===== config.mk =====
export PLATFORM = sky130hd
export DESIGN_NAME = ac97_cmd_scheduler
export DESIGN_NICKNAME = d
export VERILOG_FILES = /design/src/rtl/ac97_cmd_scheduler.sv
export SDC_FILE = /design/constraint.sdc
export NUM_CORES = 1
export LEC_CHECK = 0
export CAP_MARGIN = 20
export CORE_MARGIN = 2
export CORE_UTILIZATION = 37
export CTS_CLUSTER_SIZE = 25
export DETAILED_ROUTE_END_ITERATION = 10
export GPL_ROUTABILITY_DRIVEN = 0
export PLACE_DENSITY = 0.6
export SETUP_SLACK_MARGIN = 0.02
export SLEW_MARGIN = 20
export SYNTH_ARGS = -nofsm -noshare
export SYNTH_HDL_FRONTEND = slang
export SYNTH_SLANG_ARGS = --single-unit

===== constraint.sdc =====
create_clock -name clk -period 2.65 [get_ports clk]
set_input_delay 0.3975 -clock clk [delete_from_list [all_inputs] [get_ports clk]]
set_output_delay 0.3975 -clock clk [all_outputs]
set_load 0.1 [all_outputs]

===== src/rtl/ac97_cmd_scheduler.sv =====
// rtl/ac97_cmd_scheduler.sv - AC97 codec register-write scheduler (init ROM + CPU request arbitration)
// Issues at most one slot-1/2 command per frame, held stable until the next frame edge.
module ac97_cmd_scheduler #(
   parameter int WAIT_FRAMES = 2
) (
   input  logic        clk,
   input  logic        rst,
   input  logic        frame_start,
   input  logic        codec_ready,
   input  logic        req_valid,
   output logic        req_ready,
   input  logic [6:0]  req_addr,
   input  logic [15:0] req_data,
   output logic        cmd_valid,
   output logic [6:0]  cmd_addr,
   output logic [15:0] cmd_data,
   output logic        init_done,
   output logic [7:0]  issued_count
);

   localparam int CNT_W = (WAIT_FRAMES < 1) ? 1 : $clog2(WAIT_FRAMES + 1);

   typedef enum logic [1:0] {
      S_WAIT_READY,
      S_SETTLE,
      S_INIT,
      S_RUN
   } state_t;

   state_t           state_q, state_d;
   logic [CNT_W-1:0] settle_q, settle_d;
   logic [1:0]       rom_idx_q, rom_idx_d;
   logic             pending_q, pending_d;
   logic [6:0]       pend_addr_q, pend_addr_d;
   logic [15:0]      pend_data_q, pend_data_d;
   logic             cmd_valid_q, cmd_valid_d;
   logic [6:0]       cmd_addr_q, cmd_addr_d;
   logic [15:0]      cmd_data_q, cmd_data_d;
   logic             init_done_q, init_done_d;
   logic [7:0]       count_q, count_d;
   logic [6:0]       rom_addr;
   logic [15:0]      rom_data;

   always_comb begin
      rom_addr = 7'h00;
      rom_data = 16'h0000;
      case (rom_idx_q)
         2'd0: begin rom_addr = 7'h02; rom_data = 16'h0000; end
         2'd1: begin rom_addr = 7'h04; rom_data = 16'h0000; end
         2'd2: begin rom_addr = 7'h18; rom_data = 16'h0808; end
         default: begin rom_addr = 7'h2C; rom_data = 16'hBB80; end
      endcase
   end

   always_comb begin
      state_d     = state_q;
      settle_d    = settle_q;
      rom_idx_d   = rom_idx_q;
      pending_d   = pending_q;
      pend_addr_d = pend_addr_q;
      pend_data_d = pend_data_q;
      cmd_valid_d = cmd_valid_q;
      cmd_addr_d  = cmd_addr_q;
      cmd_data_d  = cmd_data_q;
      init_done_d = init_done_q;
      count_d     = count_q;
      req_ready   = init_done_q & ~pending_q;

      // Capture needs pending clear, issue needs it set, so they never collide.
      if (req_valid && req_ready) begin
         pend_addr_d = req_addr;
         pend_data_d = req_data;
         pending_d   = 1'b1;
      end

      if (frame_start) begin
         cmd_valid_d = 1'b0;
         if (state_q == S_WAIT_READY) begin
            if (codec_ready) begin
               state_d  = S_SETTLE;
               settle_d = '0;
            end
         end else if (!codec_ready) begin
            state_d     = S_WAIT_READY;
            init_done_d = 1'b0;
            rom_idx_d   = 2'd0;
         end else begin
            case (state_q)
               S_SETTLE: begin
                  if (settle_q == CNT_W'(WAIT_FRAMES)) begin
                     cmd_valid_d = 1'b1;
                     cmd_addr_d  = rom_addr;
                     cmd_data_d  = rom_data;
                     count_d     = count_q + 8'd1;
                     rom_idx_d   = rom_idx_q + 2'd1;
                     state_d     = S_INIT;
                  end else begin
                     settle_d = settle_q + CNT_W'(1);
                  end
               end
               S_INIT: begin
                  cmd_valid_d = 1'b1;
                  cmd_addr_d  = rom_addr;
                  cmd_data_d  = rom_data;
                  count_d     = count_q + 8'd1;
                  rom_idx_d   = rom_idx_q + 2'd1;
                  if (rom_idx_q == 2'd3) begin
                     init_done_d = 1'b1;
                     state_d     = S_RUN;
                  end
               end
               S_RUN: begin
                  if (pending_q) begin
                     cmd_valid_d = 1'b1;
                     cmd_addr_d  = pend_addr_q;
                     cmd_data_d  = pend_data_q;
                     count_d     = count_q + 8'd1;
                     pending_d   = 1'b0;
                  end
               end
               default: state_d = S_WAIT_READY;
            endcase
         end
      end
   end

   always_ff @(posedge clk or posedge rst) begin
      if (rst) begin
         state_q     <= S_WAIT_READY;
         settle_q    <= '0;
         rom_idx_q   <= 2'd0;
         pending_q   <= 1'b0;
         pend_addr_q <= 7'h00;
         pend_data_q <= 16'h0000;
         cmd_valid_q <= 1'b0;
         cmd_addr_q  <= 7'h00;
         cmd_data_q  <= 16'h0000;
         init_done_q <= 1'b0;
         count_q     <= 8'h00;
      end else begin
         state_q     <= state_d;
         settle_q    <= settle_d;
         rom_idx_q   <= rom_idx_d;
         pending_q   <= pending_d;
         pend_addr_q <= pend_addr_d;
         pend_data_q <= pend_data_d;
         cmd_valid_q <= cmd_valid_d;
         cmd_addr_q  <= cmd_addr_d;
         cmd_data_q  <= cmd_data_d;
         init_done_q <= init_done_d;
         count_q     <= count_d;
      end
   end

   assign cmd_valid    = cmd_valid_q;
   assign cmd_addr     = cmd_addr_q;
   assign cmd_data     = cmd_data_q;
   assign init_done    = init_done_q;
   assign issued_count = count_q;

endmodule

# Word level (Yosys, flattened, before mapping)
# Cells that the tools add are included.
# word_totals
mem_bits_ro	0
word_cells	85
mem_bits_rw	0
reg_bits	63
out_inout_bits	34
latchBits	0
in_bits	28
n_memories	0
# op_classes
bitwise	3
shifts	0
n_reduce_logical	11
mux	39
add_sub_neg	3
order_cmp	0
n_eq_ne	18
multipliers	0
div	0
# ops
op	count
$pmux 16 s3	1
$mux 16	2
$pmux 16 s2	1
$mux 2	12
$pmux 8 s3	1
$pmux 7 s3	1
$pmux 6 s3	1
$mux 8	2
$mux 7	2
$mux 1	13
$reduce_and 4->1	3
$eq 2x2->1 const B	5
$add 8x1->8 const B	1
$ne 2x2->1 const B	4
$ne 4x4->1 const B	2
$ne 3x3->1 const B	2
$pmux 2 s3	1
$reduce_and 6->1	1
$reduce_and 5->1	1
$add 2x1->2 const B	2
$eq 2x1->1 const B	2
$logic_not 2->1	2
$ne 2x1->1 const B	2
$pmux 2 s2	1
other kinds (8)	9

# Logic depth before layout (Yosys ltp)
# depth
ltp_word	9
ltp_mapped	8
mapped_depth_nobuf	6

# Least setup slack after synthesis
# No wires, ideal clock.
# synth_timing
path_kind	register to register
start	register init_done_q (netlist: init_done)
end	register pend_addr_q[0]
n_path_buf	1
synth_period_minus_slack_ps	3512
path_stages_with_launch	5
setup_ps	125
t_required_ps	2525
arrival_ps	3387
path_slack_ps	-862
cell_sequence	dfrtp_1 > nor2b_1 > nand2_1 > clkbuf_1 > mux2_2
# synth_between
elab_chain_len	2
# synth_rtl
element	line_no	text
from (decl)	39	logic init_done_q, init_done_d;
from (signal assigned)	150	init_done_q <= init_done_d;
$and 1x1->1	67	req_ready = init_done_q & ~pending_q;
named net req_ready	11	output logic req_ready,
$logic_and 1x1->1	70	if (req_valid && req_ready) begin
to (signal assigned)	145	pend_addr_q <= pend_addr_d;
to (decl)	34	logic [6:0] pend_addr_q, pend_addr_d;
# The timed path passes the listed nets, and every way through them passes these cells.
# A chain may end at the register's enable or synchronous reset.

# Worst setup path after layout
# layout_timing
start	register state_q[1]
end	register count_q[7] (netlist: issued_count[7])
# layout_between
elab_chain_len	3
elab_cells_between_ends	10
cone_classes	eq/ne: 5; mux: 1; bitwise: 1; reduce/logical: 3
# layout_rtl
element	line_no	text
from (decl)	30	state_t state_q, state_d;
from (signal assigned)	141	state_q <= state_d;
$eq 2x1->1 (tied with other cells)	88	case (state_q)
$ne 2x2->1 (no line) (tied with other cells)	n/a	
$reduce_and 6->1 (no line)	n/a	
to (signal assigned)	151	count_q <= count_d;
to (decl)	40	logic [7:0] count_q, count_d;
# Several ways; a longest one is shown, not always the timed one.

==> reports/results.tsv <==
stage	metric	value	unit
run_status	status	complete, no violations	
synthesis	synthesized area per cell	11.06	um^2
clock_network	CTS tree	yes	
worst_setup_path	CP required	2.91	ns
global_route	largest net degree at the start of global routing	40	
cells_and_area	design area	3691	um^2
synthesis	Syn Nets	290	
floorplan	Die ar.	8245	um^2
global_route	GRT overflow	0	
routing	DRT Pass-1 Iters	4	
synthesis	Post-synth top flop	dfrtp_1	
global_route	initial antenna violation count	0	
worst_setup_path	r2r setup slk	0.53	ns
global_route	GRT Overall Usage	15.04	%
cells_and_area	ratio of cells with drive above 1 in the final layout	26.32	%
sta	Final Critical Period	2.122	ns
synthesis	Synth Warn #	0	
synthesis	Post-synth EDFFs	0	
sta	Hold Vio Cnt, Final	0	
place	DP Worst Slack	0.4282	ns
sta	skew final	0.01114	ns
sta	Achievable Freq	0.4713	GHz
clock_network	latest clock arrival within the worst-skew pair	0.33	ns
pwr	Leak	0.001818	uW
cells_and_area	nets	356	
flow_run	max-capacitance violation count	0	
routing	via count	2061	
clock_network	# H-tree levels	3	
worst_setup_path	Critical Path AT	2.38	ns
synthesis	async set-reset flop share out of synthesis	100.0	%
place	Area after DPL	3446	um^2
floorplan	core area	7292	um^2
place	Port Buffer Count	61	
pwr	switch share	44.07	%
worst_setup_path	Worst setup SP type	flip-flop	
clock_network	Post-CTS Setup Repair Bufs	0	
worst_setup_path	reg2reg start	state_q[1]$_DFFE_PP0P_	
floorplan	FP Rows	31	
sta	unrepaired setup endpoints after global routing	false	
clock_network	Sink Count	63	
clock_network	CTS root buffer	clkbuf_8	
floorplan	Die Wd	90.80	um
sta	worst-margin pin slew	0.5395	ns
clock_network	Clock transition at path regs	0.07	ns
floorplan	I/O pin cnt	62	
pwr	Clock power frac	24.2	%
cells_and_area	most frequent cells in the layout	63 x dfrtp_1, 45 x nand2_1, 39 x buf_4, 27 x clkdlybuf4s50_1, 23 x mux2_2	
pwr	PwrDens	1142	nW/um^2
clock_network	Post-CTS Hold Buffers	0	
synthesis	Gate Count Post-Synth	252	
sta	final setup violating endpoints	0	
cells_and_area	commonest non-fill, non-tap cell in the layout	dfrtp_1	
synthesis	Seq/Total Area, Yosys	56.55	%
sta	final setup TNS	0	ns
floorplan	Initial Utilization	38.23	%
pwr	combinational group share of total power	41.9	%
worst_setup_path	r2r endpoint	issued_count[7]$_DFFE_PP0P_	
cells_and_area	fin util	50.62	%
hold_path	Worst Hold Class	in -> async	
synthesis	Synth cell types	35	
synthesis	Synth Register Bits	63	
pwr	Flop pwr share	33.9	%
pwr	Peak VDD IR	0.6640	mV
global_route	vias in the first global route	1966	
cells_and_area	area grow syn2layout	32.41	%
cells_and_area	ant diodes	0	
pwr	Int Power	2358	uW
routing	First DRT Iteration DRCs	62	
clock_network	CTS max path bufs	2	
pwr	Switch Pwr	1858	uW
routing	# DRC	0	
routing	Detailed Route WL	5771	um
worst_setup_path	Worst setup EP type	flip-flop	
global_route	first-pass GRT wire length	9804	um
sta	crit share post-route	80.07	%
sta	post-route setup slack	0.5281	ns
worst_setup_path	WS Path Type	reg -> reg	
synthesis	Synth top area share	56.55	%
worst_setup_path	worst-path fanout max	39	
clock_network	CTS resizes	0	
worst_setup_path	R2R cell count	6	
synthesis	mapped cell area	2788	um^2
sta	max-slew headroom at the worst pin	63.98	%
floorplan	Die Height	90.80	um
place	Post-DP HPWL	4025	um
synthesis	top cells by area, synth	dfrtp_1 57%, mux2_2 9.3%, nand2_1 6.1%	
sta	count of pins over their slew limit	0	
clock_network	CTS buffer count	9	
routing	WL per Instance	13.68	um
routing	Antenna Nets Post-Route	0	
synthesis	Synth area leader	dfrtp_1	
routing	detailed-route vias per instance	4.884	
## synth_stat cells (2+ instances only)
cell type  number
dfrtp_1        63
nand2_1        45
mux2_2         23
o21ai_0        18
nand3_1        14
a21oi_1        11
ha_1           10
inv_1           9
clkbuf_1        8
nor2_1          8
nand4_1         6
xnor2_1         6
nor2b_1         5
buf_2           3
mux2i_1         2
o31ai_1         2
## layer usage
layer | part of all wire (%) | vias to the layer above | GRT usage [%] | wire length [um]
met1 | 49 | 1001 | 20.57 | 2812
met3 | 4.4 | 11 | 3.255 | 255
met5 | 0 | - | 0 | 0
li1 | - | 998 | - | -
met4 | 2.1 | 0 | 7.576 | 119
met2 | 45 | 51 | 22.57 | 2584
## critical path: stages (launching register included)
cell and delay (ns):
dfrtp_1 0.41, inv_1 0.12, ha_1 0.22, nor2b_4 0.16, or4_4 0.72, nor3_2 0.26
xor2_1 0.15
## worst max path at each step
stage / start / slack [ns] / cells past startpoint / endpoint
2_1_floorplan: init_done$_DFFE_PP0P_ / 0.10 / 4 / pend_addr_q[0]$_DFFE_PP0P_
5_1_grt: state_q[1]$_DFFE_PP0P_ / 0.40 / 6 / issued_count[7]$_DFFE_PP0P_
4_1_cts: state_q[1]$_DFFE_PP0P_ / 0.52 / 6 / issued_count[7]$_DFFE_PP0P_
3_3_place_gp: codec_ready / 0.47 / 5 / issued_count[7]$_DFFE_PP0P_
3_5_place_dp: codec_ready / 0.43 / 5 / issued_count[7]$_DFFE_PP0P_
6_report: state_q[1]$_DFFE_PP0P_ / 0.53 / 6 / issued_count[7]$_DFFE_PP0P_
## area by class of cell
| class | instances | area (um^2) |
|---|---|---|
| well taps | 99 | 123.9 |
| clock inverters | 5 | 103.9 |
| clock buffers | 11 | 141.4 |
| inverters | 9 | 33.78 |
| fillers | 701 | 3601 |
| flip-flops and latches | 63 | 1577 |
| repair buffers | 67 | 583.1 |
| multi-input cells | 168 | 1129 |
## sequential cells by signal (all words and copies together), names as in the netlist
name          flops
pend_data_q      16
cmd_addr          7
cmd_data         16
rom_idx_q         2
pending_q         1
settle_q          2
pend_addr_q       7
init_done         1
cmd_valid         1
issued_count      8
state_q           2
## power groups by stage
| stage | Clock, uW | Combinational (uW) | Sequential (uW) |
|---|---|---|---|
| 2_1_floorplan | 0 | 585 | 2210 |
| 3_3_place_gp | 0 | 1750 | 1440 |
| 3_5_place_dp | 0 | 1780 | 1450 |
| 4_1_cts | 1040 | 1780 | 1430 |
| 5_1_grt | 1090 | 1880 | 1470 |
| 6_report | 1020 | 1770 | 1430 |
## logic make-up (layout without fill, tap and decap cells)
family	after synthesis	in the layout	synth area share, %
AO/OA/AOI/OAI	39	39	8.349
XOR/XNOR	7	7	2.199
adder cells (fa/ha/maj)	10	10	4.488
buffers and inverters	21	92	3.231
flip-flops	63	63	56.55
multiplexers	25	25	10.01
AND/OR/NAND/NOR	87	87	15.17
## per-stage QoR
stage          cells  hold slack [ns]  power, uW
2_1_floorplan    252           0.4512       2798
3_3_place_gp     406           0.4579       3189
3_5_place_dp     406           0.4628       3222
4_1_cts          422           0.4452       4254
5_1_grt          422           0.4895       4442
6_report         422           0.4311       4216
Power figures use the tool's default switching activity.
